--- config.mk ---
export PLATFORM = sky130hd
export DESIGN_NAME = fifo_credit_reader
export DESIGN_NICKNAME = d
export VERILOG_FILES = /design/src/rtl/fifo_reader_pkg.sv /design/src/rtl/credit_counter.sv /design/src/rtl/fifo_credit_reader.sv
export SDC_FILE = /design/constraint.sdc
export NUM_CORES = 1
export LEC_CHECK = 0
export CAP_MARGIN = 10
export CORE_ASPECT_RATIO = 2
export CORE_MARGIN = 5
export CORE_UTILIZATION = 48
export DETAILED_ROUTE_END_ITERATION = 10
export PLACE_DENSITY = 0.92
export SKIP_CTS_REPAIR_TIMING = 1
export SYNTH_ARGS = -nofsm -noshare
export SYNTH_HDL_FRONTEND = slang
export SYNTH_SLANG_ARGS = --single-unit
--- constraint.sdc ---
create_clock -name clock -period 10.8 [get_ports clock]
set_clock_uncertainty 0.15 [all_clocks]
set_input_delay 2.16 -clock clock [delete_from_list [all_inputs] [get_ports clock]]
set_output_delay 2.16 -clock clock [all_outputs]
set_load 0.02 [all_outputs]
--- src/rtl/fifo_reader_pkg.sv ---
// Shared types and sizing helpers for the credit-gated FIFO reader.
package fifo_reader_pkg;

  typedef enum logic [1:0] {
    IDLE  = 2'd0,
    RUN   = 2'd1,
    DRAIN = 2'd2
  } reader_state_t;

  // Counter width able to hold the value CREDITS itself.
  function automatic int unsigned credit_bits(input int unsigned credits);
    return $clog2(credits) + 1;
  endfunction

endpackage

--- src/rtl/credit_counter.sv ---
// Credit pool: applies issue and return in the same cycle, clamps overflow to CREDITS
// and latches a sticky error on any return that would exceed the pool.
module credit_counter
  import fifo_reader_pkg::*;
#(
  parameter int unsigned CREDITS     = 64,
  parameter int unsigned CREDIT_BITS = credit_bits(CREDITS)
) (
  input  logic                   clock,
  input  logic                   rstn,
  input  logic                   issue,
  input  logic                   ret_valid,
  input  logic [CREDIT_BITS-1:0] ret_count,
  output logic [CREDIT_BITS-1:0] credits,
  output logic                   credit_err,
  output logic [CREDIT_BITS-1:0] credits_nxt_c
);

  localparam int unsigned SUM_BITS = CREDIT_BITS + 1;
  localparam logic [SUM_BITS-1:0] MAX_SUM = SUM_BITS'(CREDITS);

  logic [SUM_BITS-1:0] sum_c;
  logic                over_c;

  // Extra bit so an oversized return is detected rather than wrapping.
  always_comb begin
    sum_c = SUM_BITS'(credits) - SUM_BITS'(issue);
    if (ret_valid) begin
      sum_c = sum_c + SUM_BITS'(ret_count);
    end
    over_c        = (sum_c > MAX_SUM);
    credits_nxt_c = over_c ? CREDIT_BITS'(CREDITS) : sum_c[CREDIT_BITS-1:0];
  end

  always_ff @(posedge clock) begin
    if (!rstn) begin
      credits    <= CREDIT_BITS'(CREDITS);
      credit_err <= 1'b0;
    end else begin
      credits <= credits_nxt_c;
      if (over_c) begin
        credit_err <= 1'b1;
      end
    end
  end

endmodule

--- src/rtl/fifo_credit_reader.sv ---
// Pops a sync FIFO and issues one-cycle command pulses while credits remain;
// tracks drain status so the job FSM knows when every command has retired.
module fifo_credit_reader
  import fifo_reader_pkg::*;
#(
  parameter int unsigned WIDTH       = 32,
  parameter int unsigned CREDITS     = 64,
  parameter int unsigned CREDIT_BITS = credit_bits(CREDITS),
  parameter int unsigned CNT_BITS    = 32
) (
  input  logic                   clock,
  input  logic                   rstn,
  input  logic                   enable,
  input  logic                   fifo_valid,
  input  logic [WIDTH-1:0]       fifo_data,
  output logic                   fifo_pop,
  output logic                   out_valid,
  output logic [WIDTH-1:0]       out_data,
  input  logic                   credit_ret_valid,
  input  logic [CREDIT_BITS-1:0] credit_ret_count,
  output logic [CREDIT_BITS-1:0] credits,
  output logic                   busy,
  output logic                   drained,
  output logic                   credit_err,
  output logic [CNT_BITS-1:0]    issued_count
);

  reader_state_t          state, state_nxt;
  logic [CREDIT_BITS-1:0] credits_nxt_c;

  credit_counter #(
    .CREDITS    (CREDITS),
    .CREDIT_BITS(CREDIT_BITS)
  ) u_credit_counter (
    .clock        (clock),
    .rstn         (rstn),
    .issue        (fifo_pop),
    .ret_valid    (credit_ret_valid),
    .ret_count    (credit_ret_count),
    .credits      (credits),
    .credit_err   (credit_err),
    .credits_nxt_c(credits_nxt_c)
  );

  // Pop gate uses only registered credits; a same-cycle return helps next cycle.
  always_comb begin
    state_nxt = state;
    fifo_pop  = 1'b0;
    case (state)
      IDLE: begin
        if (enable) state_nxt = RUN;
      end
      RUN: begin
        fifo_pop = enable && fifo_valid && (credits != '0) && !credit_err;
        if (!enable) state_nxt = DRAIN;
      end
      DRAIN: begin
        if (enable) begin
          state_nxt = RUN;
        end else if (credits_nxt_c == CREDIT_BITS'(CREDITS)) begin
          state_nxt = IDLE;
        end
      end
      default: state_nxt = IDLE;
    endcase
  end

  always_ff @(posedge clock) begin
    if (!rstn) begin
      state        <= IDLE;
      out_valid    <= 1'b0;
      out_data     <= '0;
      busy         <= 1'b0;
      drained      <= 1'b1;
      issued_count <= '0;
    end else begin
      state     <= state_nxt;
      out_valid <= fifo_pop;
      out_data  <= fifo_pop ? fifo_data : '0;
      busy      <= (state_nxt != IDLE);
      drained   <= (state_nxt == IDLE) && (credits_nxt_c == CREDIT_BITS'(CREDITS));
      if (fifo_pop) begin
        issued_count <= issued_count + CNT_BITS'(1);
      end
    end
  end

endmodule

Yosys cells after proc, flatten, opt, wreduce, memory -nomap -nowiden. Index checks and enable logic that the tools add are counted.

Input bits: 44. Memories kept: 0. Bits in latches: 0. ROM bits: 0. Register bits: 77. Word-level logic and storage cells: 33. Output and inout bits: 76. RAM bits: 0.

Multiplexer cells: 8. Shifts and indexed selects: 0. Bitwise operators: 0. Add/subtract/negate cells: 3. Reduce and logical (&&, ||, !) cells: 10. Order comparisons: 1. Divide/modulo/power cells: 0. Eq/ne operators: 3. Multipliers: 0.

Operators by type and width (count): 32-bit by 1-bit adder with 32-bit output (second input constant) (1); 8-bit by 7-bit adder with 8-bit output (1); 8-bit by 7-bit greater-than comparator with 1-bit output (second input constant) (1); 2-bit two-way mux (4); 8-bit two-way mux (1); 7-bit by 1-bit subtractor with 8-bit output (1); 7-bit equality test (second input constant) (1); 7-bit two-way mux (1); 7-bit nonzero test (1); 2-bit case mux with 3 select lines (1); 1-bit logical AND (4); 2-bit zero test (2); 2-bit by 1-bit equality test with 1-bit output (second input constant) (1); 2-bit equality test (second input constant) (1); 2-bit AND reduction (1); 2-bit nonzero test (1); 1-bit zero test (1); 1-bit two-way mux (1).

Depth between registers and ports, before layout. Gate-level depths: netlist of run 1.

Word-level depth: 15. Depth in mapped cells: 14. Mapped depth without buffers: 14.

By module. Synthesis of run 1 repeated with hierarchy kept, for this count alone.

Cells, all modules: 384. Area total of the unflattened synthesis: 3473.3 um^2.

Modules (own cells, without submodules): fifo_credit_reader (seq. area each 1381.3 um^2, area each 2657.5 um^2, instances 1, cells each 283); credit_counter (seq. area each 160.2 um^2, area each 815.8 um^2, instances 1, cells each 101).

Worst setup path before layout of run 1. Ideal clock, no wire load.

Kind: input port to flip-flop. From: input enable. To: register u_credit_counter.credit_err. Path buffers: 0. Setup slack: 5.305 ns. Data arrival time: 5.225 ns. Library setup time: 0.120 ns. Required time: 10.530 ns. Stages on the path: 12. Cells stage by stage: nand4b_1 nor2_1 ha_1 or4b_4 xnor2_1 ha_1 o211a_1 a221oi_1 xnor2_1 mux2i_1 a41oi_2 o31a_1.

Word-level cells in the longest chain between the ends: 8.

Ends and longest elaborated chain: from (decl) (line fifo_credit_reader.sv:13) `input logic enable,`; 1-bit logical AND (*) (3 in series) (line fifo_credit_reader.sv:54) `fifo_pop = enable && fifo_valid && (credits != '0) && !credit_err;`; 1-bit two-way mux (*) (line fifo_credit_reader.sv:49) `case (state)`; named net fifo_pop (line fifo_credit_reader.sv:16) `output logic fifo_pop,`; 7-bit by 1-bit subtractor with 8-bit output (*) (line credit_counter.sv:27) `sum_c = SUM_BITS'(credits) - SUM_BITS'(issue);`; 8-bit by 7-bit adder with 8-bit output (line credit_counter.sv:29) `sum_c = sum_c + SUM_BITS'(ret_count);`; 8-bit two-way mux (*) (line credit_counter.sv:28) `if (ret_valid) begin`; 8-bit by 7-bit greater-than comparator with 1-bit output (*) (line credit_counter.sv:31) `over_c = (sum_c > MAX_SUM);`; to (signal assigned) (line credit_counter.sv:38) `credit_err <= 1'b0;`; to (signal assigned) (line credit_counter.sv:42) `credit_err <= 1'b1;`; to (decl) (line credit_counter.sv:15) `output logic credit_err,`.

Mark *: on every way through the listed nets, which the timed path passes. The rest lies on a longest branch. A chain may end at the register's enable or synchronous reset.

Worst setup path after layout of run 1.
From: input enable. To: output fifo_pop.

Word-level cells in the longest chain between the ends: 4.

Ends and longest elaborated chain (line): 1-bit logical AND (3 in series) (fifo_credit_reader.sv:54); 1-bit two-way mux (fifo_credit_reader.sv:49); to (decl) (fifo_credit_reader.sv:16).

Every way passes these cells.

==> results of run 1 <==
==> power by group through the flow <==
stage	clock (W)	combinational (W)	sequential (W)
final	0.000304	0.000101	0.000296
after global routing	0.000322	0.000109	0.000297
after CTS	0.000309	0.000100	0.000296
after detailed placement	0	0.0000994	0.000302
after global placement	0	0.0000965	0.000302
after floorplan	0	0.0000530	0.000308
==> kinds of logic after synthesis <==
group / count (synthesis)
AND/OR/NAND/NOR: 164
flip-flops: 77
AO/OA/AOI/OAI: 42
XOR/XNOR: 28
buffers and inverters: 22
adder cells (fa/ha/maj): 11
multiplexers: 8
==> flip-flops by register name, summed over array words and instances, names as in the netlist <==
name                         count
u_credit_counter.credit_err      1
u_credit_counter.credits         7
busy                             1
state                            2
out_data                        32
out_valid                        1
issued_count                    32
drained                          1
==> critical path, cell delays in order <==
cell and delay, ns:
clkdlybuf4s50_1 0.56, nand4b_1 0.24, nor2_1 0.41, clkdlybuf4s50_1 0.72
==> cell usage in the layout, fill, tap and decap left out, drive strengths merged, types with 2 or more instances in the layout <==
cell type	netlist	routed
nor2b	2	2
and2	36	36
or3	8	8
nand2b	5	5
mux2i	7	7
o31ai	2	2
o21ai	11	11
xor2	8	8
nand2	30	30
clkbuf	8	10
nand3	10	10
and3	8	8
clkinv	0	3
nand4b	2	2
o21a	2	2
a31oi	2	2
o211ai	2	2
xnor2	20	20
a21oi	10	10
o21bai	4	4
nor4	8	8
clkdlybuf4s50	0	119
nor2	29	29
or2	4	4
nor3	6	6
nand4	5	5
or4	3	3
dfxtp	77	77
ha	10	10
inv	11	13
and4	4	4
==> worst max-delay path by stage <==
| stage | start | endpoint | slack, ns | cells past startpoint |
|---|---|---|---|---|
| 6_report | enable | fifo_pop | 4.40 | 4 |
| 5_1_grt | enable | fifo_pop | 4.30 | 4 |
| 4_1_cts | enable | fifo_pop | 4.41 | 4 |
| 3_5_place_dp | enable | fifo_pop | 4.49 | 4 |
| 3_3_place_gp | enable | fifo_pop | 4.53 | 4 |
| 2_1_floorplan | enable | u_credit_counter.credit_err | 5.31 | 12 |
==> metrics by stage <==
step | area, µm² | total power, W | hold slack (ns)
2_1_floorplan | 3320 | 0.000361 | 0.282
3_3_place_gp | 4590 | 0.000399 | 0.294
3_5_place_dp | 4590 | 0.000402 | 0.324
4_1_cts | 4900 | 0.000706 | 0.333
5_1_grt | 4900 | 0.000727 | 0.359
6_report | 4900 | 0.000702 | 0.328
==> metal layers <==
layer  GRT usage  up-vias  part of all wire
met5           0        -                 0
met3      0.0868       20              0.11
met2       0.315      145              0.49
met1       0.234     1390              0.38
li1            -     1457                 -
met4      0.0690        0             0.023
==> area by class of cell <==
cell class	count	area, µm²
fillers	502	1930
multi-input cells	253	1700
flip-flops and latches	77	1540
repair buffers	120	1200
clock buffers	10	239
well taps	90	113
clock inverters	6	70.1
inverters	11	41.3
==> results.cfg, run 1 <==
[place]
place_inst = 551
place_hpwl_um = 6390
finalWeightedCongestion = 0.816
portBuffers = 119
place_ws_ns = 4.49

[global_route]
antenna_found_initial = 0
grtUsageTotal = 0.198
grt_pass1_wl_um = 13300
grt_max_degree = 34
gr-total-overflow = 0
first_global_vias = 2892

[power]
p_seq_frac = 0.423
power_density_nw_per_um2 = 143
irDropWorstVdd_uv = 132
p_sw_frac = 0.247
p_comb_frac = 0.144
p_leak_nw = 1.88
intPower_w = 0.000529
clkPwrFrac = 0.434
p_switching_w = 0.000173

[timing]
fmax_mhz = 156
setup_viol = 0
final.setup.tns_ns = 0
max_slew_margin = 0.401
setup_slack_ns = 4.40
tightest_slew_ns = 0.898
drv_slew = 0
fin_crit_sh = 0.592
period_minus_slack_ns = 6.40
hold_viol = 0
rsz0062_at_grt = no

[synth]
synth_fa_ha_area_frac = 0.0437
synth.area.mux_share = 0.0282
yosys.area_share.simple = 0.276
synth_seq_cells = 77
synthesis.nets = 407
synth_top_family_by_area = simple AND/OR/NAND/NOR gates
ys.flop_type = dfxtp_1
yosys.area_share.xor_xnor = 0.0738
yosysSeqAreaShare = 0.464
synth_top_cell_area_share = 0.464
synth.distinct_cells = 52
synth_top_area_cell = dfxtp_1
synth.avg_cell_area_um2 = 9.44
synthTopCellsByCount = 77 x dfxtp_1, 36 x and2_1, 29 x nand2_1, 29 x nor2_1, 20 x xnor2_1
yosys-top-cells-area = dfxtp_1 46%, and2_1 6.8%, xnor2_1 5.3%
synth_cells = 352
ys_warn_count = 0
synth_edf_count = 0
async_reset_ff_frac = 0
post-synth-top-count-cell = dfxtp_1
synth_area_um2 = 3320
synth_compound_area_frac = 0.0889

[drt]
drt_wl_total_um = 8570
wl_per_cell_um = 15.1
drt_iter0_drc = 216
ant_nets = 0
viasPerCell = 5.31
vias = 3012
first_pass_iters = 4
drcViolationCount = 0

[floorplanning]
initial_core_util = 0.486
num_rows = 43
die_w_um = 68.8
dieArea_um2 = 8790
core-area_um2 = 6830
die_height_um = 128
ios = 120

[clocking]
clk_latency_ns = 0.33
clk_pin_slew_ns = 0.06
clock-root-buffer = clkbuf_16
htreeDepth = 3
clockBufferDepth = 2
numCtsBuffers = 9
clock_sinks = 77
tritoncts = built

[layout]
fin_nets = 527
finish.utilization = 0.718
final_cells = 567
area_growth_pct = 47.6
drive_above_1_share = 0.0692
antenna_cells = 0

[setup_path]
ff2ff_setup_slack_ns = 6.51
regToRegStartpoint = u_credit_counter.credits[1]
required_ns = 8.49
cp-end-kind = output port
r2r-end = u_credit_counter.credit_err
start_kind = primary input
worstPathArrival_ns = 4.09
path_class = primary input to output port
reg2reg_depth = 12
path_max_fanout = 7

[min_path]
min_to = issued_count[31]
whs_path_depth = 2
worstHoldStart = issued_count[31]
min_path_type = flop to flop

[run]
max_cap_violations = 0

[status]
status = finished clean
(Power assumes the default switching activity.)
==> run 2, diff against run 1 <==
--- a/config.mk
+++ b/config.mk
@@ -8,9 +8,9 @@
 export CAP_MARGIN = 10
 export CORE_ASPECT_RATIO = 2
 export CORE_MARGIN = 5
-export CORE_UTILIZATION = 48
+export CORE_UTILIZATION = 40
 export DETAILED_ROUTE_END_ITERATION = 10
-export PLACE_DENSITY = 0.92
+export PLACE_DENSITY = 0.83
 export SKIP_CTS_REPAIR_TIMING = 1
 export SYNTH_ARGS = -nofsm -noshare
 export SYNTH_HDL_FRONTEND = slang
==> constraint.sdc (replaced) <==
create_clock -name clock -period 5.4 [get_ports clock]
set_clock_uncertainty 0.15 [all_clocks]
set_input_delay 1.08 -clock clock [delete_from_list [all_inputs] [get_ports clock]]
set_output_delay 1.08 -clock clock [all_outputs]
set_load 0.02 [all_outputs]
==> run 2 against run 1 <==
  * Sequential cell count is the same
  * Final cell count is 1.4% higher
  * Largest power group is now registers
  * Critical path depth up 9
  * First-iteration DRC count fell by 28%
  * Hold slack worse by 0.0047 ns
  * Largest cell class unchanged
==> results.cfg, run 2 (synthesized netlist as in run 1, its figures left out) <==
[drt]
viasPerCell = 5.17
drcViolationCount = 0
ant_nets = 0
drt_wl_total_um = 9610
first_pass_iters = 4
drt_iter0_drc = 155
vias = 2971
wl_per_cell_um = 16.7

[timing]
setup_viol = 0
max_slew_margin = 0.400
rsz0062_at_grt = no
tightest_slew_ns = 0.899
drv_slew = 0
final.setup.tns_ns = 0
fin_crit_sh = 0.885
period_minus_slack_ns = 4.78
hold_viol = 0
fmax_mhz = 209

[floorplanning]
num_rows = 47
dieArea_um2 = 10300
die_w_um = 74.5
core-area_um2 = 8170
die_height_um = 139
initial_core_util = 0.407
ios = 120

[power]
irDropWorstVdd_uv = 179
p_seq_frac = 0.431
power_w = 0.00138
p_switching_w = 0.000342
p_comb_frac = 0.148
p_leak_nw = 1.87
p_sw_frac = 0.248
clkPwrFrac = 0.421
power_density_nw_per_um2 = 282
intPower_w = 0.00104

[global_route]
grt_max_degree = 34
grtUsageTotal = 0.196
first_global_vias = 3057
grt_pass1_wl_um = 15100
antenna_found_initial = 0
gr-total-overflow = 0

[place]
dpl-instance-area_um2 = 4610
place_hpwl_um = 7700
portBuffers = 119
finalWeightedCongestion = 0.917

[clocking]
htreeDepth = 3
numCtsBuffers = 9
clock_sinks = 77
tritoncts = built
clk_latency_ns = 0.33
clk_pin_slew_ns = 0.06
clockBufferDepth = 2
clock-root-buffer = clkbuf_16

[setup_path]
path_max_fanout = 5
worstPathArrival_ns = 4.84
required_ns = 5.47
path_class = primary input to flop
start_kind = primary input
cp-end-kind = flop

[layout]
final_cell_mix = 119 x clkdlybuf4s50_1, 77 x dfxtp_1, 36 x and2_1
fin_nets = 528
area_growth_pct = 47.5
layout_commonest_cell = clkdlybuf4s50_1
drive_above_1_share = 0.0692
n_fill_cell = 746
antenna_cells = 0
largestRegisters = issued_count x32, out_data x32, u_credit_counter.credits x7
finalInstanceArea_um2 = 4900

[status]
status = finished clean

[min_path]
min_path_type = flop to flop

[run]
max_cap_violations = 0
## run 2: final timing paths
check,startpoint,to,slack (ns),cells after the start
max,enable,u_credit_counter.credit_err,0.62,13
min,state[1],state[0],0.32,1
max reg2reg,u_credit_counter.credits[4],u_credit_counter.credit_err,1.05,12
min reg2reg,state[1],state[0],0.32,1
## run 2: routing by layer
metal  GRT usage  part of all wire
met1       0.173              0.31
met2       0.374              0.61
met3      0.0363             0.032
met4       0.124             0.045
met5           0                 0
## run 2: critical path, stage by stage
cell	delay (ns)
clkdlybuf4s50_1	0.55
nand4b_1	0.24
nor2_1	0.26
ha_1	0.23
or4b_4	0.50
xnor2_1	0.21
ha_1	0.31
o211a_1	0.15
a221oi_1	0.44
xnor2_1	0.12
mux2i_1	0.26
a41oi_2	0.21
o31a_1	0.28
## run 2: final cells by class
| type | count | area, µm² | area share |
|---|---|---|---|
| clock inverter | 6 | 63.8 | 0.0130 |
| clock buffer | 9 | 225 | 0.0460 |
| sequential | 77 | 1540 | 0.315 |
| tap | 98 | 123 | 0.0250 |
| multi-input combinational | 253 | 1700 | 0.347 |
| inverter | 11 | 41.3 | 0.00842 |
| timing repair buffer | 121 | 1210 | 0.246 |
## run 2: metrics by stage
| stage | hold WS, ns | instances | util | setup slack, ns |
|---|---|---|---|---|
| finish | 0.323 | 575 | 0.600 | 0.623 |
| global route | 0.339 | 575 | 0.600 | 0.362 |
| global placement | 0.289 | 560 | 0.564 | 0.511 |
| detailed placement | 0.317 | 560 | 0.564 | 0.332 |
| floorplan | 0.282 | 352 | - | 0.985 |
| CTS | 0.324 | 575 | 0.600 | 0.681 |
## run 2: power groups by stage
stage                     registers (W)  logic (W)  clock network, W
after floorplan                0.000617   0.000106                 0
after global placement         0.000607   0.000197                 0
after detailed placement       0.000606   0.000204                 0
after CTS                      0.000594   0.000205          0.000595
after global routing           0.000595   0.000221          0.000620
final                          0.000594   0.000205          0.000581
==> run 3, diff against run 2 <==
--- a/config.mk
+++ b/config.mk
@@ -10,7 +10,7 @@
 export CORE_MARGIN = 5
 export CORE_UTILIZATION = 40
 export DETAILED_ROUTE_END_ITERATION = 10
-export PLACE_DENSITY = 0.83
+export PLACE_DENSITY_LB_ADDON = 0.3
 export SKIP_CTS_REPAIR_TIMING = 1
 export SYNTH_ARGS = -nofsm -noshare
 export SYNTH_HDL_FRONTEND = slang
==> run 3 against run 2 <==
  * Setup slack improved by 0.049 ns
  * Sequential share of layout area decreased by 0.33 points
  * Hold slack got worse by 0.017 ns
  * Global-route usage decreased by 1.3 points
  * Largest power group is now the clock network
  * Highest routed layer unchanged
==> results.cfg, run 3 (synthesized netlist as in run 1, its figures left out) <==
[setup_path]
slowest_stage = clkdlybuf4s50_1
path_max_fanout = 5
crit_path_end = u_credit_counter.credit_err
worstPathArrival_ns = 4.80
crit_family = simple AND/OR/NAND/NOR gates
r2r-end = u_credit_counter.credit_err
crit_start = enable
max_stage_delay_ns = 0.55
reg2reg_depth = 13
required_ns = 5.47
ff2ff_setup_slack_ns = 1.11
path_cells = clkdlybuf4s50_1 > nand4b_1 > nor2_1 > ha_1 > or4b_4 > xnor2_1 > ha_1 > o211a_1 > a221oi_1 > xnor2_1 > mux2i_1 > a41oi_2 > o31a_1
crit_buf_inv = 1
cp_num_cells = 13
regToRegStartpoint = u_credit_counter.credits[1]
cp-end-kind = flop
path_class = primary input to flop
start_kind = primary input

[clocking]
clk_latency_ns = 0.33
clock-root-buffer = clkbuf_16
clockBufferDepth = 2
clk_pin_slew_ns = 0.06
htreeDepth = 3
tritoncts = built
numCtsBuffers = 9
clock_sinks = 77

[status]
status = finished clean

[layout]
finalInstanceArea_um2 = 4950
final_cell_mix = 119 x clkdlybuf4s50_1, 77 x dfxtp_1, 36 x and2_1
area_growth_pct = 49.0
drive_above_1_share = 0.0731
antenna_cells = 0
layout_commonest_cell = clkdlybuf4s50_1
fin_nets = 529
largestRegisters = issued_count x32, out_data x32, u_credit_counter.credits x7
n_fill_cell = 734

[global_route]
first_global_vias = 2926
grt_pass1_wl_um = 14300
gr-total-overflow = 0
grt_max_degree = 34
grtUsageTotal = 0.182
antenna_found_initial = 0

[timing]
fin_crit_sh = 0.876
tightest_slew_ns = 0.881
max_slew_margin = 0.408
fmax_mhz = 211
hold_ws_ns = 0.306
rsz0062_at_grt = no
setup_viol = 0
hold_viol = 0
period_minus_slack_ns = 4.73
drv_slew = 0
final.setup.tns_ns = 0

[drt]
ant_nets = 0
route.top_layer_used = met4
drcViolationCount = 0
vias = 2942
first_pass_iters = 4
drt_iter0_drc = 116
drt-met1-wl_um = 3030
dr_wl_met3_um = 449
viasPerCell = 5.10
drt_wl_total_um = 9170
wl_met2_um = 5360
wl_per_cell_um = 15.9

[power]
p_comb_frac = 0.141
p_leak_nw = 1.89
intPower_w = 0.00110
p_switching_w = 0.000355
clkPwrFrac = 0.453
p_sw_frac = 0.243
p_seq_frac = 0.406
power_density_nw_per_um2 = 295
irDropWorstVdd_uv = 159

[place]
dpl-instance-area_um2 = 4620
place_hpwl_um = 7240
portBuffers = 119
finalWeightedCongestion = 0.921

[floorplanning]
die_w_um = 74.5
core-area_um2 = 8170
dieArea_um2 = 10300
die_height_um = 139
ios = 120
num_rows = 47
initial_core_util = 0.407

[run]
max_cap_violations = 0

[min_path]
whs_path_depth = 1
min_path_type = flop to flop
-- run 3: cell types whose count changed in the layout (fill, tap and decap cells not counted), sizes merged --
cell / previous run / this run
buf: 2 / 3
bufinv: 1 / 2
clkbuf: 9 / 10
clkinv: 2 / 1
clkinvlp: 2 / 1
inv: 12 / 13
-- run 3: power groups by stage --
stage | registers [W] | logic [W] | clock network [W]
floorplan | 0.000617 | 0.000106 | 0
global placement | 0.000605 | 0.000201 | 0
detailed placement | 0.000604 | 0.000206 | 0
CTS | 0.000592 | 0.000208 | 0.000673
global route | 0.000594 | 0.000222 | 0.000695
finish | 0.000593 | 0.000206 | 0.000661
-- run 3: worst min-delay path by stage --
| stage | start | slack (ns) | end |
|---|---|---|---|
| 2_1_floorplan | state[1] | 0.28 | state[0] |
| 3_3_place_gp | state[1] | 0.29 | state[0] |
| 3_5_place_dp | state[1] | 0.30 | state[0] |
| 4_1_cts | state[1] | 0.31 | state[0] |
| 5_1_grt | state[1] | 0.33 | state[0] |
| 6_report | state[1] | 0.31 | state[0] |
-- run 3: layout make-up --
cell class | instances | area [µm²] | area share
inverter | 11 | 41.3 | 0.00834
clock buffer | 10 | 239 | 0.0483
multi-input combinational | 253 | 1700 | 0.343
timing repair buffer | 122 | 1210 | 0.245
clock inverter | 6 | 93.8 | 0.0189
tap | 98 | 123 | 0.0248
sequential | 77 | 1540 | 0.311
-- run 3: worst reg2reg max path, stage by stage (launching register included) --
cell and delay (ns):
dfxtp_1 0.36, or3_4 0.41, nor4_1 0.50, nor2_1 0.21
ha_1 0.26, xor2_1 0.33, inv_1 0.14, fa_1 0.46
nor2b_1 0.26, o311a_1 0.24, o31ai_1 0.11, a211oi_2 0.38
a41oi_2 0.11, o31a_1 0.27
-- run 3: metrics by stage --
| stage | utilization | worst slack [ns] | power [W] | instances |
|---|---|---|---|---|
| CTS | 0.606 | 0.727 | 0.00147 | 577 |
| detailed placement | 0.565 | 0.387 | 0.000810 | 561 |
| global placement | 0.565 | 0.501 | 0.000806 | 561 |
| global route | 0.606 | 0.492 | 0.00151 | 577 |
| floorplan | - | 0.985 | 0.000723 | 352 |
| finish | 0.606 | 0.672 | 0.00146 | 577 |
-- run 3: metal layers --
layer  track usage  vias up
li1              -     1457
met1         0.168     1381
met2         0.348       83
met3        0.0377       21
met4        0.0966        0
met5             0        -
